==> config.mk <==
export PLATFORM = sky130hd
export DESIGN_NAME = window_fetch_ctrl
export DESIGN_NICKNAME = d
export VERILOG_FILES = /design/src/rtl/display_pkg.sv /design/src/rtl/tap_sequencer.sv /design/src/rtl/window_fetch_ctrl.sv
export SDC_FILE = /design/constraint.sdc
export NUM_CORES = 1
export LEC_CHECK = 0
export CORE_MARGIN = 5
export CORE_UTILIZATION = 40
export CTS_BUF_LIST = sky130_fd_sc_hd__clkbuf_4 sky130_fd_sc_hd__clkbuf_8
export CTS_CLUSTER_DIAMETER = 200
export CTS_CLUSTER_SIZE = 10
export DETAILED_ROUTE_END_ITERATION = 8
export PLACE_DENSITY = 0.79
export SLEW_MARGIN = 10
export SYNTH_ARGS = -nofsm -noshare
export SYNTH_HDL_FRONTEND = slang
export SYNTH_HIERARCHICAL = 1
export SYNTH_SLANG_ARGS = --single-unit
==> constraint.sdc <==
create_clock -name clock -period 6.45 [get_ports clock]
set_clock_uncertainty 0.2 [all_clocks]
set_input_delay 0.9675 -clock clock [delete_from_list [all_inputs] [get_ports clock]]
set_output_delay 0.9675 -clock clock [all_outputs]
set_load 0.02 [all_outputs]
==> src/rtl/display_pkg.sv <==
// Shared definitions for the 3x3-window display path: controller states,
// frame bounds and the tap-index-to-neighbour-offset table.
package display_pkg;

    typedef enum logic [3:0] {
        IDLE,
        CLEAR,
        FETCH,
        PLOT,
        ADV_X,
        CHK_X,
        ADV_Y,
        CHK_Y,
        DONE
    } state_t;

    localparam int unsigned X_MIN = 1;
    localparam int unsigned X_MAX = 158;
    localparam int unsigned Y_MIN = 1;
    localparam int unsigned Y_MAX = 118;
    localparam int unsigned NTAPS = 9;

    typedef struct packed {
        logic signed [1:0] dx;
        logic signed [1:0] dy;
    } tap_ofs_t;

    // Row-major neighbour offset for tap k: k=0 -> (-1,-1) ... k=8 -> (+1,+1).
    function automatic tap_ofs_t tap_offset(input logic [3:0] k);
        tap_ofs_t   ofs;
        logic [3:0] col;
        logic [3:0] row;
        col    = k % 4'd3;
        row    = k / 4'd3;
        ofs.dx = 2'(col[1:0] - 2'd1);
        ofs.dy = 2'(row[1:0] - 2'd1);
        return ofs;
    endfunction

endpackage

==> src/rtl/tap_sequencer.sv <==
// Tap and ROM-latency counters for the window fetch: walks k over the taps,
// holding each for MEM_LAT+1 cycles, and decodes the one-hot load strobe.
module tap_sequencer #(
    parameter int unsigned MEM_LAT = 1,
    parameter int unsigned NTAPS   = 9
) (
    input  logic             clock,
    input  logic             resetn,
    input  logic             i_run,
    output logic [3:0]       o_k,
    output logic [NTAPS-1:0] o_ld,
    output logic             o_last_tap
);
    import display_pkg::*;

    localparam int unsigned   WW     = $clog2(MEM_LAT + 1);
    localparam logic [WW-1:0] W_LAST = WW'(MEM_LAT);
    localparam logic [3:0]    K_LAST = 4'(NTAPS - 1);

    logic [3:0]    r_k;
    logic [WW-1:0] r_w;
    logic          w_fire;

    assign w_fire = i_run && (r_w == W_LAST);

    // Counters idle at zero outside the fetch so every fetch starts at tap 0.
    always_ff @(posedge clock) begin
        if (!resetn || !i_run) begin
            r_k <= '0;
            r_w <= '0;
        end else if (w_fire) begin
            r_w <= '0;
            r_k <= (r_k == K_LAST) ? '0 : r_k + 4'd1;
        end else begin
            r_w <= r_w + WW'(1);
        end
    end

    // Load strobe for the current tap on the cycle its ROM data is valid.
    always_comb begin
        o_ld = '0;
        for (int unsigned i = 0; i < NTAPS; i++) begin
            o_ld[i] = w_fire && (r_k == 4'(i));
        end
    end

    assign o_k        = r_k;
    assign o_last_tap = w_fire && (r_k == K_LAST);

endmodule

==> src/rtl/window_fetch_ctrl.sv <==
// Frame-sweep controller for the 3x3-window display datapath: per interior
// pixel fetches nine taps, plots, then advances the datapath x/y counters.
module window_fetch_ctrl #(
    parameter int unsigned MEM_LAT = 1,
    parameter int unsigned NTAPS   = 9
) (
    input  logic             clock,
    input  logic             resetn,
    input  logic             start,
    input  logic [2:0]       img_sel,
    input  logic             row_done,
    input  logic             col_done,
    output logic             rowCountEn,
    output logic             colCountEn,
    output logic             reset_sig_x,
    output logic             reset_sig_y,
    output logic [NTAPS-1:0] ld,
    output logic [3:0]       sel_address,
    output logic [2:0]       sel_im,
    output logic             plot,
    output logic             busy,
    output logic             done
);
    import display_pkg::*;

    state_t           r_state;
    state_t           w_next;
    logic [2:0]       r_sel_im;
    logic [3:0]       w_k;
    logic [NTAPS-1:0] w_ld;
    logic             w_last_tap;
    logic             w_run;

    assign w_run = (r_state == FETCH);

    tap_sequencer #(
        .MEM_LAT (MEM_LAT),
        .NTAPS   (NTAPS)
    ) u_taps (
        .clock      (clock),
        .resetn     (resetn),
        .i_run      (w_run),
        .o_k        (w_k),
        .o_ld       (w_ld),
        .o_last_tap (w_last_tap)
    );

    // State register and image select captured on an accepted start.
    always_ff @(posedge clock) begin
        if (!resetn) begin
            r_state  <= IDLE;
            r_sel_im <= '0;
        end else begin
            r_state <= w_next;
            if (r_state == IDLE && start) begin
                r_sel_im <= img_sel;
            end
        end
    end

    // Next-state: tap fetch, plot, then x advance with row/column end checks.
    always_comb begin
        w_next = r_state;
        case (r_state)
            IDLE:    if (start) w_next = CLEAR;
            CLEAR:   w_next = FETCH;
            FETCH:   if (w_last_tap) w_next = PLOT;
            PLOT:    w_next = ADV_X;
            ADV_X:   w_next = CHK_X;
            CHK_X:   w_next = row_done ? ADV_Y : FETCH;
            ADV_Y:   w_next = CHK_Y;
            CHK_Y:   w_next = col_done ? DONE : FETCH;
            DONE:    w_next = IDLE;
            default: w_next = IDLE;
        endcase
    end

    // Moore strobes decoded from the registered state.
    always_comb begin
        rowCountEn  = 1'b0;
        colCountEn  = 1'b0;
        reset_sig_x = 1'b0;
        reset_sig_y = 1'b0;
        plot        = 1'b0;
        done        = 1'b0;
        case (r_state)
            CLEAR: begin
                reset_sig_x = 1'b1;
                reset_sig_y = 1'b1;
            end
            PLOT:    plot       = 1'b1;
            ADV_X:   rowCountEn = 1'b1;
            ADV_Y:   colCountEn = 1'b1;
            DONE:    done       = 1'b1;
            default: ;
        endcase
        busy = (r_state != IDLE) && (r_state != DONE);
    end

    // The tap counter rests at zero outside FETCH, so it can drive the ROM
    // address directly.
    assign sel_address = w_k;
    assign ld          = w_ld;
    assign sel_im      = r_sel_im;

endmodule
==> impl_metrics.yaml, run 1 <==
outcome:
  outcome: "finished, final reports clean"
detailed_routing:
  dr.pass1.iters: 4
  route.detailed.drc: 0
  routed_wirelength_mm: 1.84
  vias_per_cell: 5.09
  drt_iter0_markers: 19
  routedWlPerCell_microns: 12.5
  ant_nets: 0
  vias: 748
finish:
  fin_cells: 147
  fillers: 177
  finalInstanceArea_sq_um: 1060
  area_growth_pct: 42.3
  layout-drive-gt1-share_pct: 4.10
  nets: 135
  n_antenna_cell: 0
global_routing:
  grt_usage_pct: 13.5
  grt_pass1_vias: 702
  overflow: 0
  antenna_found_initial: 0
  grt_pass1_wl_mm: 2.82
  grt_start_max_net_pins: 12
synthesis:
  ys_seq_elements: 12
  synth_edf_count: 0
  syn_area_per_cell_sq_um: 7.82
  synth_most_common_cell: "nor2_1"
  netlist_top_cells_count: "nor2_1, dfxtp_1, inv_1, a21oi_1, buf_4"
  synth_top_cell_by_area: "dfxtp_1"
  ys_seq_area_share_pct: 32.3
  synth_cell_types: 30
  synth_top_flop_cell: "dfxtp_1"
  async_reset_ff_share_pct: 0
  synth_warnings: 6
  synthesis.area_sq_um: 743
  netlist.area_leader.share_pct: 32.3
  synth_nets: 107
  postSynthCellCount: 95
  synth.area.top_cells: "dfxtp_1, ha_1, nor2_1, buf_4, inv_1"
placed_design:
  placedCellCount: 143
  gp_congestion: 0.804
  portBuffers: 30
  place_area_sq_um: 1020
  dpl.hpwl_mm: 1.41
timing:
  worst_slew_pin_slew_ps: 634
  final-setup-viol-count: 0
  fmaxAchievable_mhz: 253
  finalCritPeriodShare_pct: 61.2
  hold_viol_final: 0
  slew_headroom_pct: 57.4
  min_period_ps: 3950
  slew_viol_final: 0
  rsz0062_at_grt: "no"
  hold_ws_ps: 283
  fin_setup_tns_ps: 0
cts:
  cts-htree-levels: 1
  cts.sinks: 12
  cts_setup_buffers: 0
  cts_buffers: 3
  cts_tree: "yes"
  clkLatencyLatePin_ps: 270
  path_clk_slew_ps: 70
  cts_resized: 0
  holdBufCountCts: 0
  clk_path_buf_depth: 2
  root_buffer: "clkbuf_4"
setup_path:
  crit_fanout: 11
  start_kind: "register"
  cp_slowest_cell: "clkdlybuf4s50_1"
  critPathKind: "reg2out"
  max_stage_delay_ps: 680
  cp_num_buf_inv: 1
  critical_path_arrival_ps: 2780
  endpoint_kind: "output pin"
  required_ps: 5280
  ff2ff_setup_slack_ps: 3860
  path_cells: "nand2b_1 > nor3_1 > nand3_1 > nor3b_1 > clkdlybuf4s50_1"
  cpLargestDelayFamily: "simple AND/OR/NAND/NOR gates"
pwr:
  p_leak_nw: 0.375
  finalPower_mw: 0.210
  peakVddDrop_uv: 101
  p_per_area_nw_per_um2: 199
die:
  start_util_pct: 42.6
  die_width_microns: 53.1
  die_area_sq_um: 2820
  core_sq_um: 1750
  dieHeight_microns: 53.1
  rows: 15
  io_pins: 31
run:
  cap_violations: 0
min_path:
  hp-class: "reg2reg"
==> cells in the final DEF, fill, tap and decap left out, types with 2 or more instances in the layout <==
cell / count
ha_1: 4
clkbuf_4: 3
and3_1: 4
or3_1: 2
and2_1: 4
nand2_1: 3
mux2i_1: 2
o21ai_0: 2
nor2_1: 13
dfxtp_1: 12
o21ai_1: 4
nand2b_1: 3
nand4_1: 4
nand3_1: 4
inv_1: 7
a21oi_1: 5
clkdlybuf4s50_1: 30
nor3_1: 4
==> where the power goes <==
| group | internal (mW) | total [mW] | switching, mW | leakage [nW] |
|---|---|---|---|---|
| Combinational | 0.0301 | 0.0616 | 0.0314 | 0.257 |
| Clock | 0.0343 | 0.0594 | 0.0251 | 0.0210 |
| Sequential | 0.0798 | 0.0896 | 0.00974 | 0.0976 |
| Total | 0.144 | 0.210 | 0.0663 | 0.375 |
==> cell type report <==
| cell class | count | area [sq um] | area share [%] |
|---|---|---|---|
| clock buffer | 4 | 36.3 | 3.43 |
| inverter | 7 | 26.3 | 2.49 |
| multi-input combinational | 69 | 423 | 40.0 |
| sequential | 12 | 240 | 22.7 |
| tap | 25 | 31.3 | 2.96 |
| timing repair buffer | 30 | 300 | 28.4 |
==> worst register-to-register path: stages (launching register included) <==
cell and delay (ps):
dfxtp_1 530, nand2b_1 170, nor3_1 520, nand3_1 230, nor3b_1 390, mux2i_1 130, a21oi_1 200, and3_1 180
==> flip-flops by register name (all words and copies together), names as in the netlist <==
signal	count
r_state	4
sel_im	3
u_taps/o_k	4
u_taps/r_w	1
==> metal layers <==
| metal | share of wire, % | global-route usage, % |
|---|---|---|
| met1 | 46 | 15.6 |
| met2 | 43 | 22.5 |
| met3 | 10 | 4.23 |
| met4 | 0.33 | 6.38 |
| met5 | 0 | 0 |
==> path summary, 6_finish.rpt <==
kind,startpoint,end,cells after the start
setup / recovery,r_state[1]$_SDFFE_PN0P_,ld[8],5
hold / removal,sel_im[2]$_SDFFE_PN0P_,sel_im[2]$_SDFFE_PN0P_,2
setup reg to reg,r_state[1]$_SDFFE_PN0P_,r_state[0]$_SDFFE_PN0P_,7
hold reg to reg,sel_im[2]$_SDFFE_PN0P_,sel_im[2]$_SDFFE_PN0P_,2
==> cell families after synthesis <==
group	Yosys count	synth area share (%)
mux	2	2.69
simple gates	47	34.5
buf+inv	14	10.8
compound gates	14	10.6
flops	12	32.3
fa+ha+maj	4	6.73
xor+xnor	2	2.36
==> per-stage QoR <==
step           worst slack [ps]  utilization (%)
6_report                   2500             60.6
5_1_grt                    2180             60.6
4_1_cts                    2470             60.6
3_5_place_dp               2800             58.5
3_3_place_gp               2920             58.5
2_1_floorplan              3630                -
No activity file was read; power rests on OpenSTA's default activity.
==> run 2, diff against run 1 <==
Settings changed: CORE_UTILIZATION 40 to 39, PLACE_DENSITY 0.79 to 0.8.
Clock period 6.45 ns to 3.57 ns, I/O delays scaled along.
==> impl_metrics.yaml, run 2 (synthesis gave the netlist of run 1 again) <==
die:
  io_pins: 31
  start_util_pct: 42.1
  dieHeight_microns: 53.7
  rows: 15
  die_width_microns: 53.7
  core_sq_um: 1760
  die_area_sq_um: 2880
cts:
  cts_resized: 0
  cts-htree-levels: 1
  cts_buffers: 3
  cts_tree: "yes"
  cts_setup_buffers: 0
  holdBufCountCts: 0
  path_clk_slew_ps: 70
  clkLatencyLatePin_ps: 270
  clk_path_buf_depth: 2
  root_buffer: "clkbuf_4"
  cts.sinks: 12
setup_path:
  start_kind: "register"
  max_stage_delay_ps: 680
  required_ps: 2830
  path_cells: "nand2b_1 > nor3_1 > buf_4 > nand3_1 > nor3b_1 > clkdlybuf4s50_1"
  critical_path_arrival_ps: 2480
  critPathKind: "reg2out"
  ff2ff_setup_slack_ps: 1250
  crit_fanout: 11
  endpoint_kind: "output pin"
  cp_slowest_cell: "clkdlybuf4s50_1"
finish:
  fillers: 176
  layout-drive-gt1-share_pct: 4.88
  mostFrequentLayoutCells: "clkdlybuf4s50_1, nor2_1, dfxtp_1"
  final_common_cell: "clkdlybuf4s50_1"
  multiInputGateArea_sq_um: 423
  n_antenna_cell: 0
  nets: 136
  ff_latch_area_sq_um: 240
  final_core_util_pct: 60.4
  area_growth_pct: 43.3
global_routing:
  grt_usage_pct: 13.7
  antenna_found_initial: 0
  grt_pass1_wl_mm: 2.95
  grt_pass1_vias: 718
  grt_start_max_net_pins: 12
  overflow: 0
pwr:
  internal_power_mw: 0.263
  p_sw_share_pct: 31.3
  p_comb_share_pct: 30.0
  power_frac_seq_pct: 42.3
  p_switching_mw: 0.120
  p_leak_nw: 0.381
  peakVddDrop_uv: 148
  p_per_area_nw_per_um2: 360
  clockPowerShare_pct: 27.7
placed_design:
  dpl.hpwl_mm: 1.35
  gp_congestion: 0.835
  portBuffers: 30
detailed_routing:
  vias: 727
  dr_wl_met3_microns: 171
  routed_wirelength_mm: 1.83
  m1WireLength_microns: 874
  vias_per_cell: 4.91
  ant_nets: 0
  dr.pass1.iters: 4
  route.detailed.drc: 0
  drt_iter0_markers: 11
  wl_met2_microns: 788
  routedWlPerCell_microns: 12.4
  maxUsedRoutingLayer: "met3"
timing:
  min_period_ps: 3220
  slew_headroom_pct: 74.9
  finalCritPeriodShare_pct: 90.2
  fin_setup_tns_ps: 0
  worst_slew_pin_slew_ps: 375
  fmaxAchievable_mhz: 311
  rsz0062_at_grt: "no"
  slew_viol_final: 0
  final-setup-viol-count: 0
  hold_viol_final: 0
outcome:
  outcome: "finished, final reports clean"
run:
  cap_violations: 0
min_path:
  hp-class: "reg2reg"
## run 2: power groups by stage
stage / Clock (mW) / Sequential [mW] / Combinational [mW]
2_1_floorplan: 0 / 0.155 / 0.0836
3_3_place_gp: 0 / 0.164 / 0.113
3_5_place_dp: 0 / 0.165 / 0.115
4_1_cts: 0.109 / 0.162 / 0.116
5_1_grt: 0.119 / 0.165 / 0.124
6_report: 0.106 / 0.162 / 0.115
## run 2: path summary, 6_finish.rpt
kind,to,start,cells past startpoint
worst min-delay path,sel_im[1]$_SDFFE_PN0P_,sel_im[1]$_SDFFE_PN0P_,2
worst max register to register,r_state[0]$_SDFFE_PN0P_,r_state[1]$_SDFFE_PN0P_,8
worst min register to register,sel_im[1]$_SDFFE_PN0P_,sel_im[1]$_SDFFE_PN0P_,2
worst max-delay path,ld[8],r_state[1]$_SDFFE_PN0P_,6
## run 2: layer usage
metal | vias to the layer above | global-route usage, %
met5 | - | 0
met4 | 0 | 3.83
met3 | 0 | 5.54
met2 | 26 | 22.4
met1 | 324 | 16.5
li1 | 377 | -
## run 2: final cells by class
| type | instances | area share (%) |
|---|---|---|
| multi-input cells | 69 | 39.7 |
| repair buffers | 31 | 28.9 |
| flip-flops and latches | 12 | 22.6 |
| clock buffers | 4 | 3.41 |
| well taps | 25 | 2.94 |
| inverters | 7 | 2.47 |
## run 2: worst max-delay path: cells and delay by family (launching register included)
| family | cells | cell delay, ps |
|---|---|---|
| buffers and inverters | 2 | 850 |
| flip-flops | 1 | 530 |
| AND/OR/NAND/NOR | 4 | 840 |
## run 2: through the flow
| step | hold slack [ps] | power [mW] | std cells | area (sq um) | setup WS (ps) |
|---|---|---|---|---|---|
| 3_5_place_dp | 278 | 0.280 | 144 | 1030 | 670 |
| 3_3_place_gp | 272 | 0.277 | 144 | 1030 | 709 |
| 6_report | 282 | 0.383 | 148 | 1060 | 351 |
| 4_1_cts | 289 | 0.386 | 148 | 1060 | 354 |
| 5_1_grt | 306 | 0.408 | 148 | 1060 | 137 |
| 2_1_floorplan | 301 | 0.239 | 95 | 743 | 1180 |
==> run 3, diff against run 2 <==
Settings changed: CORE_MARGIN 5 to 3, RECOVER_POWER set to 25.
==> impl_metrics.yaml, run 3 (synthesis gave the netlist of run 1 again) <==
die:
  rows: 15
  die_width_microns: 49.7
  dieHeight_microns: 49.7
  start_util_pct: 42.1
  io_pins: 31
  die_area_sq_um: 2470
  core_sq_um: 1760
timing:
  slew_viol_final: 0
  slew_headroom_pct: 76.8
  min_period_ps: 3160
  worst_slew_pin_slew_ps: 347
  finalCritPeriodShare_pct: 88.4
  final-setup-viol-count: 0
  rsz0062_at_grt: "no"
  fin_setup_tns_ps: 0
  fmaxAchievable_mhz: 317
  hold_viol_final: 0
global_routing:
  grtUsageMet2_pct: 26.7
  grt_pass1_wl_mm: 3.04
  grt_util_met3_pct: 4.83
  grtUsageMet1_pct: 16.8
  grt_usage_pct: 15.6
  antenna_found_initial: 0
  grt_start_max_net_pins: 12
  grt.busiest_layer: "met2"
  overflow: 0
  grt_pass1_vias: 755
setup_path:
  cp_slowest_cell: "clkdlybuf4s50_1"
  max_stage_delay_ps: 680
  critical_path_arrival_ps: 2420
  required_ps: 2830
  cpLargestDelayFamily: "buffers and inverters"
  endpoint_kind: "output pin"
  path_cells: "nand2b_1 > nor3_1 > buf_4 > nand3_1 > nor3b_1 > clkdlybuf4s50_1"
  crit_fanout: 11
  cp_num_buf_inv: 2
  critPathKind: "reg2out"
  start_kind: "register"
cts:
  cts-htree-levels: 1
  cts_buffers: 3
  cts_resized: 0
  cts_setup_buffers: 0
  clk_path_buf_depth: 2
  holdBufCountCts: 0
  path_clk_slew_ps: 70
  cts_tree: "yes"
  root_buffer: "clkbuf_4"
  cts.sinks: 12
  clkLatencyLatePin_ps: 260
pwr:
  peakVddDrop_uv: 238
  p_leak_nw: 0.381
  clockPowerShare_pct: 27.7
  power_frac_seq_pct: 42.8
  p_switching_mw: 0.117
  p_comb_share_pct: 29.5
  p_sw_share_pct: 31.0
  p_per_area_nw_per_um2: 355
  internal_power_mw: 0.260
detailed_routing:
  routed_wirelength_mm: 1.79
  routedWlPerCell_microns: 12.1
  route.detailed.drc: 0
  dr.pass1.iters: 4
  drt_iter0_markers: 12
  vias: 745
  vias_per_cell: 5.03
  ant_nets: 0
placed_design:
  gp_congestion: 0.840
  dpl.hpwl_mm: 1.41
  portBuffers: 30
finish:
  mostFrequentLayoutCells: "clkdlybuf4s50_1, nor2_1, dfxtp_1"
  final_core_util_pct: 60.1
  layout-drive-gt1-share_pct: 4.07
  n_antenna_cell: 0
  nets: 136
  area_growth_pct: 42.8
  final_common_cell: "clkdlybuf4s50_1"
outcome:
  outcome: "finished, final reports clean"
min_path:
  hp-class: "reg2reg"
run:
  cap_violations: 0
## run 3: changes by cell type in the layout (fill, tap and decap cells not counted)
| cell | delta |
|---|---|
| dlygate4sd3_1 | +1 |
| or4_4 | -1 |
| o21ai_1 | -2 |
| or4_1 | +1 |
| clkdlybuf4s50_1 | -1 |
| o21ai_0 | +2 |
## run 3: per-stage QoR
stage / power [mW] / worst slack, ps / hold slack [ps] / instance area (sq um) / instances
finish: 0.376 / 414 / 287 / 1060 / 148
floorplan: 0.239 / 1180 / 301 / 743 / 95
global route: 0.399 / 264 / 327 / 1060 / 148
detailed placement: 0.280 / 704 / 287 / 1030 / 144
global placement: 0.277 / 728 / 275 / 1030 / 144
CTS: 0.387 / 379 / 298 / 1060 / 148
## run 3: final timing paths
kind / start / endpoint / slack (ps) / cells after the start
setup reg to reg: r_state[1]$_SDFFE_PN0P_ / r_state[0]$_SDFFE_PN0P_ / 1320 / 8
hold reg to reg: sel_im[0]$_SDFFE_PN0P_ / sel_im[0]$_SDFFE_PN0P_ / 290 / 2
setup / recovery: r_state[1]$_SDFFE_PN0P_ / ld[8] / 410 / 6
hold / removal: sel_im[0]$_SDFFE_PN0P_ / sel_im[0]$_SDFFE_PN0P_ / 290 / 2
## run 3: cell type report
class	instances	area, sq um
Clock buffer	4	36.3
Fill cell	183	703
Inverter	7	26.3
Multi-Input combinational cell	69	419
Sequential cell	12	240
Tap cell	25	31.3
Timing Repair Buffer	31	308
## run 3: power by group through the flow
| stage | clock network, mW | logic (mW) | registers [mW] |
|---|---|---|---|
| after floorplan | 0 | 0.0836 | 0.155 |
| after global placement | 0 | 0.113 | 0.164 |
| after detailed placement | 0 | 0.116 | 0.165 |
| after CTS | 0.109 | 0.116 | 0.161 |
| after global routing | 0.115 | 0.120 | 0.163 |
| final | 0.104 | 0.111 | 0.161 |
## run 3: layer usage
metal	up-vias	share of wire [%]
met5	-	0
met4	0	0.56
met3	2	7.3
met2	31	46
met1	333	46
li1	379	-
## run 3: tightest hold or removal path, stage by stage, from the launching register on
cell     delay (ps)
dfxtp_1         310
o21ai_0          70
a21oi_1          60
